File: src/rtl/interval_sched_ctrl_pkg.sv
// Shared types for the interval scheduler: FSM state encoding, bound-table sizing
// and the packed {lb, ub} entry stored per mode.
package interval_sched_ctrl_pkg;

  localparam int unsigned NUM_MODES = 8;
  localparam int unsigned MODE_W    = 3;
  // Table entries hold fp16 bounds.
  localparam int unsigned BOUND_W   = 16;

  typedef enum logic [1:0] {
    StIdle,
    StRun,
    StDrain,
    StDone
  } state_e;

  typedef struct packed {
    logic [BOUND_W-1:0] lb;
    logic [BOUND_W-1:0] ub;
  } bound_t;

endpackage

File: src/rtl/interval_lane_cnt.sv
// Single-lane out-of-interval counter. Define INTERVAL_SCHED_CNT_SAT_EN to make it
// saturate at all ones; otherwise it wraps.
module interval_lane_cnt #(
  parameter int unsigned CNT_W = 16
) (
  input  logic             clk_i,
  input  logic             rst_i,
  input  logic             clr_i,
  input  logic             inc_i,
  output logic [CNT_W-1:0] cnt_o
);

  logic [CNT_W-1:0] r_cnt;
  logic             w_hold;

`ifdef INTERVAL_SCHED_CNT_SAT_EN
  assign w_hold = &r_cnt;
`else
  assign w_hold = 1'b0;
`endif

  always_ff @(posedge clk_i) begin
    if (rst_i || clr_i) begin
      r_cnt <= '0;
    end else if (inc_i && !w_hold) begin
      r_cnt <= r_cnt + CNT_W'(1);
    end
  end

  assign cnt_o = r_cnt;

endmodule

File: src/rtl/interval_sched_ctrl.sv
// Job controller for the interval-compare datapath: mode bound table, beat sequencing,
// one-cycle registered dp stage and per-lane counters (INTERVAL_SCHED_CNT_SAT_EN: saturate).
module interval_sched_ctrl
  import interval_sched_ctrl_pkg::*;
#(
  parameter int unsigned WIDTH     = 16,
  parameter int unsigned LANES     = 4,
  parameter int unsigned CNT_W     = 16,
  parameter int unsigned MAX_ITEMS = 4096
) (
  input  logic                        clk_i,
  input  logic                        rst_i,
  input  logic                        cfg_we_i,
  input  logic [MODE_W-1:0]           cfg_mode_i,
  input  logic [WIDTH-1:0]            cfg_lb_i,
  input  logic [WIDTH-1:0]            cfg_ub_i,
  output logic                        cfg_ready_o,
  input  logic                        start_i,
  input  logic [$clog2(MAX_ITEMS):0]  items_i,
  output logic                        busy_o,
  output logic                        done_o,
  input  logic                        s_valid_i,
  output logic                        s_ready_o,
  input  logic [LANES*WIDTH-1:0]      s_score_i,
  input  logic [LANES*MODE_W-1:0]     s_mode_i,
  output logic                        dp_valid_o,
  output logic [LANES-1:0]            dp_lane_en_o,
  output logic [LANES*WIDTH-1:0]      dp_score_o,
  output logic [LANES*WIDTH-1:0]      dp_lb_o,
  output logic [LANES*WIDTH-1:0]      dp_ub_o,
  input  logic [LANES-1:0]            dp_oob_i,
  output logic [LANES*CNT_W-1:0]      cnt_o
);

  localparam int unsigned ITEMS_W = $clog2(MAX_ITEMS) + 1;
  localparam logic [ITEMS_W-1:0] MaxItems = ITEMS_W'(MAX_ITEMS);
  localparam logic [ITEMS_W-1:0] LanesCnt = ITEMS_W'(LANES);

  state_e                 r_state;
  logic [ITEMS_W-1:0]     r_remaining;
  bound_t                 r_tbl [NUM_MODES];

  logic                   r_dp_valid;
  logic [LANES-1:0]       r_lane_en;
  logic [LANES*WIDTH-1:0] r_score;
  logic [LANES*WIDTH-1:0] r_lb;
  logic [LANES*WIDTH-1:0] r_ub;

  logic                   w_accept;
  logic                   w_last;
  logic                   w_clr;
  logic [ITEMS_W-1:0]     w_items;
  logic [ITEMS_W-1:0]     w_step;
  logic [LANES-1:0]       w_lane_en;
  logic [LANES-1:0]       w_inc;
  logic [LANES*WIDTH-1:0] w_lb;
  logic [LANES*WIDTH-1:0] w_ub;

  assign w_accept = (r_state == StRun) && s_valid_i;
  assign w_last   = (r_remaining <= LanesCnt);
  assign w_step   = w_last ? r_remaining : LanesCnt;
  assign w_items  = (items_i > MaxItems) ? MaxItems : items_i;
  assign w_clr    = (r_state == StIdle) && start_i;

  // Final beat enables only the lanes that still carry items.
  always_comb begin
    w_lane_en = '1;
    if (w_last) begin
      for (int i = 0; i < LANES; i++) begin
        w_lane_en[i] = (ITEMS_W'(i) < r_remaining);
      end
    end
  end

  always_comb begin
    w_lb = '0;
    w_ub = '0;
    for (int i = 0; i < LANES; i++) begin
      w_lb[i*WIDTH +: WIDTH] = WIDTH'(r_tbl[s_mode_i[i*MODE_W +: MODE_W]].lb);
      w_ub[i*WIDTH +: WIDTH] = WIDTH'(r_tbl[s_mode_i[i*MODE_W +: MODE_W]].ub);
    end
  end

  always_ff @(posedge clk_i) begin
    if (rst_i) begin
      r_state     <= StIdle;
      r_remaining <= '0;
    end else begin
      unique case (r_state)
        StIdle: begin
          if (start_i) begin
            r_remaining <= w_items;
            r_state     <= (w_items == '0) ? StDone : StRun;
          end
        end
        StRun: begin
          if (w_accept) begin
            r_remaining <= r_remaining - w_step;
            if (w_last) begin
              r_state <= StDrain;
            end
          end
        end
        StDrain: r_state <= StDone;
        StDone:  r_state <= StIdle;
        default: r_state <= StIdle;
      endcase
    end
  end

  // Table is only writable while idle so a running job sees stable bounds.
  always_ff @(posedge clk_i) begin
    if (rst_i) begin
      for (int m = 0; m < NUM_MODES; m++) begin
        r_tbl[m] <= '0;
      end
    end else if (cfg_we_i && cfg_ready_o) begin
      r_tbl[cfg_mode_i] <= bound_t'{lb: BOUND_W'(cfg_lb_i), ub: BOUND_W'(cfg_ub_i)};
    end
  end

  always_ff @(posedge clk_i) begin
    if (rst_i) begin
      r_dp_valid <= 1'b0;
      r_lane_en  <= '0;
      r_score    <= '0;
      r_lb       <= '0;
      r_ub       <= '0;
    end else begin
      r_dp_valid <= w_accept;
      if (w_accept) begin
        r_lane_en <= w_lane_en;
        r_score   <= s_score_i;
        r_lb      <= w_lb;
        r_ub      <= w_ub;
      end
    end
  end

  assign w_inc = {LANES{r_dp_valid}} & r_lane_en & dp_oob_i;

  for (genvar g = 0; g < LANES; g++) begin : g_lane
    interval_lane_cnt #(
      .CNT_W (CNT_W)
    ) u_lane_cnt (
      .clk_i (clk_i),
      .rst_i (rst_i),
      .clr_i (w_clr),
      .inc_i (w_inc[g]),
      .cnt_o (cnt_o[g*CNT_W +: CNT_W])
    );
  end

  assign cfg_ready_o  = (r_state == StIdle);
  assign s_ready_o    = (r_state == StRun);
  assign busy_o       = (r_state == StRun) || (r_state == StDrain);
  assign done_o       = (r_state == StDone);
  assign dp_valid_o   = r_dp_valid;
  assign dp_lane_en_o = r_lane_en;
  assign dp_score_o   = r_score;
  assign dp_lb_o      = r_lb;
  assign dp_ub_o      = r_ub;

endmodule

File: config.mk
export PLATFORM = sky130hd
export DESIGN_NAME = interval_sched_ctrl
export DESIGN_NICKNAME = d
export VERILOG_FILES = /design/src/rtl/interval_sched_ctrl_pkg.sv /design/src/rtl/interval_lane_cnt.sv /design/src/rtl/interval_sched_ctrl.sv
export SDC_FILE = /design/constraint.sdc
export NUM_CORES = 1
export LEC_CHECK = 0
export CORE_ASPECT_RATIO = 1.1
export CORE_MARGIN = 2
export CORE_UTILIZATION = 55
export CTS_CLUSTER_DIAMETER = 30
export DETAILED_ROUTE_END_ITERATION = 6
export PLACE_DENSITY = 0.81
export SYNTH_ARGS = -nofsm -noshare
export SYNTH_HDL_FRONTEND = slang
export SYNTH_SLANG_ARGS = --single-unit
File: constraint.sdc
create_clock -name clk_i -period 4.8 [get_ports clk_i]
set_input_delay 0.96 -clock clk_i [delete_from_list [all_inputs] [get_ports clk_i]]
set_output_delay 0.96 -clock clk_i [all_outputs]
set_load 0.005 [all_outputs]
======== After elaboration in Yosys (flattened, before gate mapping) ========
Memories as Yosys holds them, arrays and structs flattened. A register that Yosys moved wholly into a read port is not among the register bits.
Cells that the tools add are included.
word-level totals
  bits in writable memories ............... 256
  logic and storage cells ................. 59
  flip-flop bits (word level) ............. 148
  memories ................................ 1
  bits of input ports ..................... 133
  output and inout port bits .............. 265
memories
  name   words  bits a word  read ports  clocked after Yosys merged registers in  write ports  line                       RTL
  r_tbl  8      32           4           4                                        8            interval_sched_ctrl.sv:41  bound_t r_tbl [NUM_MODES];
operators by class
  $lt $le $gt $ge ......................... 6
  bitwise logic cells ..................... 2
  mux-type cells .......................... 19
  $add $sub $neg .......................... 5
  equality and inequality tests ........... 6
  reductions and logical operators ........ 11
operators with widths
  cell                   number
  $add 16x1->16 const B  4
  $mux 13                4
  $mux 32                1
  $reduce_or 32->1       1
  $lt 1x13->1 const A    2
  $lt 2x13->1 const A    2
  $pmux 13 s2            1
  $gt 13x13->1 const B   1
  $le 13x3->1 const B    1
  $logic_not 13->1       1
  $sub 13x13->13         1
  $and 4x4->4            2
  $mux 2                 4
  $pmux 2 s4             1
  $mux 1                 6
  $ne 2x1->1 const B     3
  $reduce_and 3->1       2
  $eq 2x2->1 const B     2
  $mux 4                 1
  $logic_and 1x1->1      3
  $mux 3                 1
  $eq 2x1->1 const B     1
  $logic_not 2->1        1
  $logic_or 1x1->1       2
  $reduce_bool 2->1      1

======== Logic depth before layout (Yosys ltp) ========
  word-level depth ........................ 7
  mapped depth ............................ 13

======== Cells and area by module ========
From an unflattened synthesis, not the netlist that was laid out.
second synthesis, totals
  cell total of the unflattened synthesis .. 2223
  area, all modules ....................... 27345.0 um2
modules (own cells, without submodules)
  module               cells each  area an instance (um2)  times used
  interval_sched_ctrl  1899        24477.2                 1
  interval_lane_cnt    81          716.9                   4

======== Worst setup path after synthesis ========
No wires, ideal clock.
  path kind ............................... input port to flip-flop
  start point ............................. in rst_i
  end point ............................... mem r_tbl[3][0] in the netlist's numbering (enable)
  path buffers ............................ 2
  setup time .............................. 466 ps
  cell stages on the path ................. 5
  arrival time ............................ 3910 ps
  slack ................................... 424 ps
  path through ............................ clkbuf_1 inv_1 buf_2 nand4_1 o21ai_0
RTL lines
  item         line                       RTL
  from (decl)  interval_sched_ctrl.sv:12  input logic rst_i,
  to (decl)    interval_sched_ctrl.sv:41

======== Worst setup path in the final report ========
  start point ............................. reg r_state[0]
  end point ............................... out cfg_ready_o
on the way
  longest elaborated chain between the ends .. 1
ends and longest elaborated chain
  item                    line                        RTL
  from (decl)             interval_sched_ctrl.sv:39   state_e r_state;
  from (signal assigned)  interval_sched_ctrl.sv:86   r_state <= StIdle;
  from (signal assigned)  interval_sched_ctrl.sv:93   r_state <= (w_items == '0) ? StDone : StRun;
  from (signal assigned)  interval_sched_ctrl.sv:100  r_state <= StDrain;
  $logic_not 2->1         interval_sched_ctrl.sv:154  assign cfg_ready_o = (r_state == StIdle);
  to (decl)               interval_sched_ctrl.sv:17   output logic cfg_ready_o,
No other way between the ends.

==> flow_metrics.py <==
metrics = {
    "critical_path": {
        "critical_path_required_ns": 3.84,
        "rr_startpoint": "r_state[0]",
        "cp_max_fo": 10,
        "startpoint_type": "flip-flop",
        "crit_path_start": "r_state[0]",
        "reg2reg_depth": 5,
        "end_kind": "output port",
        "path_class": "reg2out",
        "crit_arrival_ns": 2.35,
    },
    "cells_and_area": {
        "drive_above_1_share_pct": 19.5,
        "fin_util_pct": 72.2,
        "nNetsFinal": 2705,
        "instances_no_fill": 3317,
        "fill_cells": 3066,
        "area_growth_pct": 30.1,
    },
    "timing": {
        "slew_viol_final": 0,
        "finalCritPeriodShare_pct": 69.0,
        "timing.final.ws_setup_ns": 1.49,
        "period_needed_ns": 3.31,
        "worst_pin_slew_ns": 1.25,
        "max_freq_mhz": 302,
        "setup_tns_ns": 0,
        "relSlewSlack_pct": 16.8,
        "finalHoldViolCount": 0,
        "rsz0062_at_grt": "no",
        "finClkSkew_ns": 0.0242,
        "setup_violations": 0,
    },
    "synth": {
        "synth_area_mm2": 0.0271,
        "yosysSeqAreaShare_pct": 48.7,
        "ys_seq_elements": 532,
        "avgSynthCellArea_um2": 12.3,
        "ys_async_sr_fraction_pct": 0,
        "synth_top_area_share_pct": 28.4,
        "synth_area_leaders": "edfxtp_1, mux4_2, dfxtp_1",
        "netlist.top_cell.by_area": "edfxtp_1",
        "synthTopCellsByCount": "dfxtp_1, and2_1, edfxtp_1, mux4_2, a21oi_1",
        "ys_types": 56,
        "synth_edf_count": 256,
        "synthCells": 2213,
        "synth_nets": 2355,
        "synth.most_common_cell": "dfxtp_1",
        "yosysWarnings": 0,
        "synthFlopType": "dfxtp_1",
    },
    "job": {
        "maxCapViolCount": 0,
    },
    "pwr": {
        "p_seq_share_pct": 34.6,
        "p_per_area_mw_per_mm2": 462,
        "ir_drop_mv": 0.367,
        "internal_power_uw": 11700,
        "p_leak_uw": 0.0128,
        "comb_power_share_pct": 18.7,
        "p_sw_uw": 4630,
        "p_clk_share_pct": 46.7,
        "p_sw_share_pct": 28.4,
    },
    "clock_tree": {
        "numCtsBuffers": 109,
        "clock-root-buffer": "clkbuf_16",
        "clk_pin_slew_ns": 0.05,
        "ctsResizeCount": 0,
        "htree_levels": 3,
        "insertion_delay_ns": 0.65,
        "cts_hold_buf": 0,
        "cts_tree": "built",
        "postCtsSetupRepairBufs": 0,
        "clk_path_buf_depth": 3,
        "cts_sinks": 532,
    },
    "detailed_routing": {
        "drt_pre_antenna_iters": 5,
        "first_iter_violations": 2549,
        "drt-total-wl_um": 85500,
        "drc": 0,
        "postRouteAntennaNets": 0,
        "wire_per_inst_um": 25.8,
        "num_vias": 21300,
        "vias_per_cell": 6.42,
    },
    "placed_design": {
        "gp_congestion": 0.953,
        "place_inst": 3104,
        "portBuffers": 397,
        "place_hpwl_um": 53600,
        "dpl_worst_slack_ns": 1.11,
    },
    "min_path": {
        "hp-start": "dp_score_o[35]",
        "hp-class": "reg2reg",
        "hold_depth": 2,
    },
    "global_route": {
        "grt_pass1_wl_um": 129000,
        "grt_max_degree": 215,
        "grt_pass1_vias": 21500,
        "grtUsageTotal_pct": 33.3,
        "overflow": 0,
        "antenna_found_initial": 9,
    },
    "floorplan": {
        "die_area_mm2": 0.0511,
        "initial_core_util_pct": 55.5,
        "die_w_um": 216,
        "core-area_mm2": 0.0488,
        "num_io_pins": 398,
        "die_h_um": 237,
        "fp-row-count": 85,
    },
    "status": {
        "status": "finished, final reports clean",
    },
}
state kept, by name, indices dropped and copies added (netlist names):
signal,flops
dp_lb_o,64
r_state,2
g_lane.u_lane_cnt.cnt_o,64
dp_ub_o,64
dp_score_o,64
r_tbl,256
dp_lane_en_o,4
dp_valid_o,1
r_remaining,13
cell families (layout without fill, tap and decap cells):
logic type / Yosys count / in the layout / synth area share [%]
and+or+nand+nor: 628 / 628 / 12.2
DFF: 532 / 532 / 48.7
AOI/OAI and AO/OA: 398 / 398 / 7.73
muxes: 390 / 390 / 26.2
buffers and inverters: 203 / 648 / 3.01
xor gates and xnor gates: 52 / 52 / 1.68
adders and majority gates: 9 / 9 / 0.415
other: 1 / 8 / 0.0138
cells in the final DEF, fill, tap and decap left out, types with 5 or more instances in the layout:
cell type	count
diode_2	7
nor2_1	75
xnor2_1	22
clkinv_4	8
xor2_1	30
a21oi_1	212
ha_1	9
bufinv_16	10
nor2_4	6
or3_1	9
mux4_2	256
dfxtp_1	276
clkinv_2	14
inv_6	16
clkbuf_16	113
a31oi_1	8
o21ai_4	6
clkbuf_1	9
and2_1	260
nand4_1	26
inv_1	13
o21ai_0	142
nand2_1	160
and3_1	13
inv_4	5
nor4_1	11
clkdlybuf4s50_1	384
nand3_1	17
edfxtp_1	256
nor3_1	23
clkinvlp_4	15
clkbuf_8	6
mux2i_1	133
and4_1	5
buf_4	39
clkinv_1	5
routing by layer:
metal,vias up,global-route usage (%),routed length (um)
met5,-,0,23
met4,4,15.7,3420
met3,237,7.90,8710
met2,1407,56.6,43000
met1,10600,40.1,30300
li1,9090,-,-
worst paths after layout:
kind                            slack (ns)             end
worst min register to register        0.45  dp_score_o[35]
worst max register to register        1.65    r_tbl[1][23]
worst min-delay path                  0.45  dp_score_o[35]
worst max-delay path                  1.49     cfg_ready_o
worst max-delay path, stage by stage, from the launching register on:
cell,delay (ns)
dfxtp_1,0.35
inv_1,0.10
ha_1,0.39
buf_4,0.31
clkdlybuf4s50_1,0.57
power groups by stage:
stage	Sequential, uW	Combinational [uW]	Clock (uW)
CTS	5630	3030	7650
detailed placement	5690	2990	0
floorplan	5590	1680	0
finish	5640	3050	7610
global placement	5660	2960	0
global route	5680	3250	7880
layout make-up:
cell class                 count  area (um2)  area share [%]
clock buffer                 128        2940            8.35
clock inverter                78         825            2.34
inverter                      14        55.1           0.156
antenna                        7        17.5          0.0497
multi-input combinational   1478       13200            37.5
sequential                   532       13200            37.5
tap                          652         816            2.31
timing repair buffer         428        4180            11.8
stage by stage:
step	hold WS, ns	power [uW]	cell area (um2)
detailed placement	0.448	8690	31500
floorplan	0.453	7280	27100
CTS	0.457	16300	35200
global placement	0.441	8610	31500
global route	0.471	16800	35300
finish	0.454	16300	35300
(Power assumes the default switching activity.)
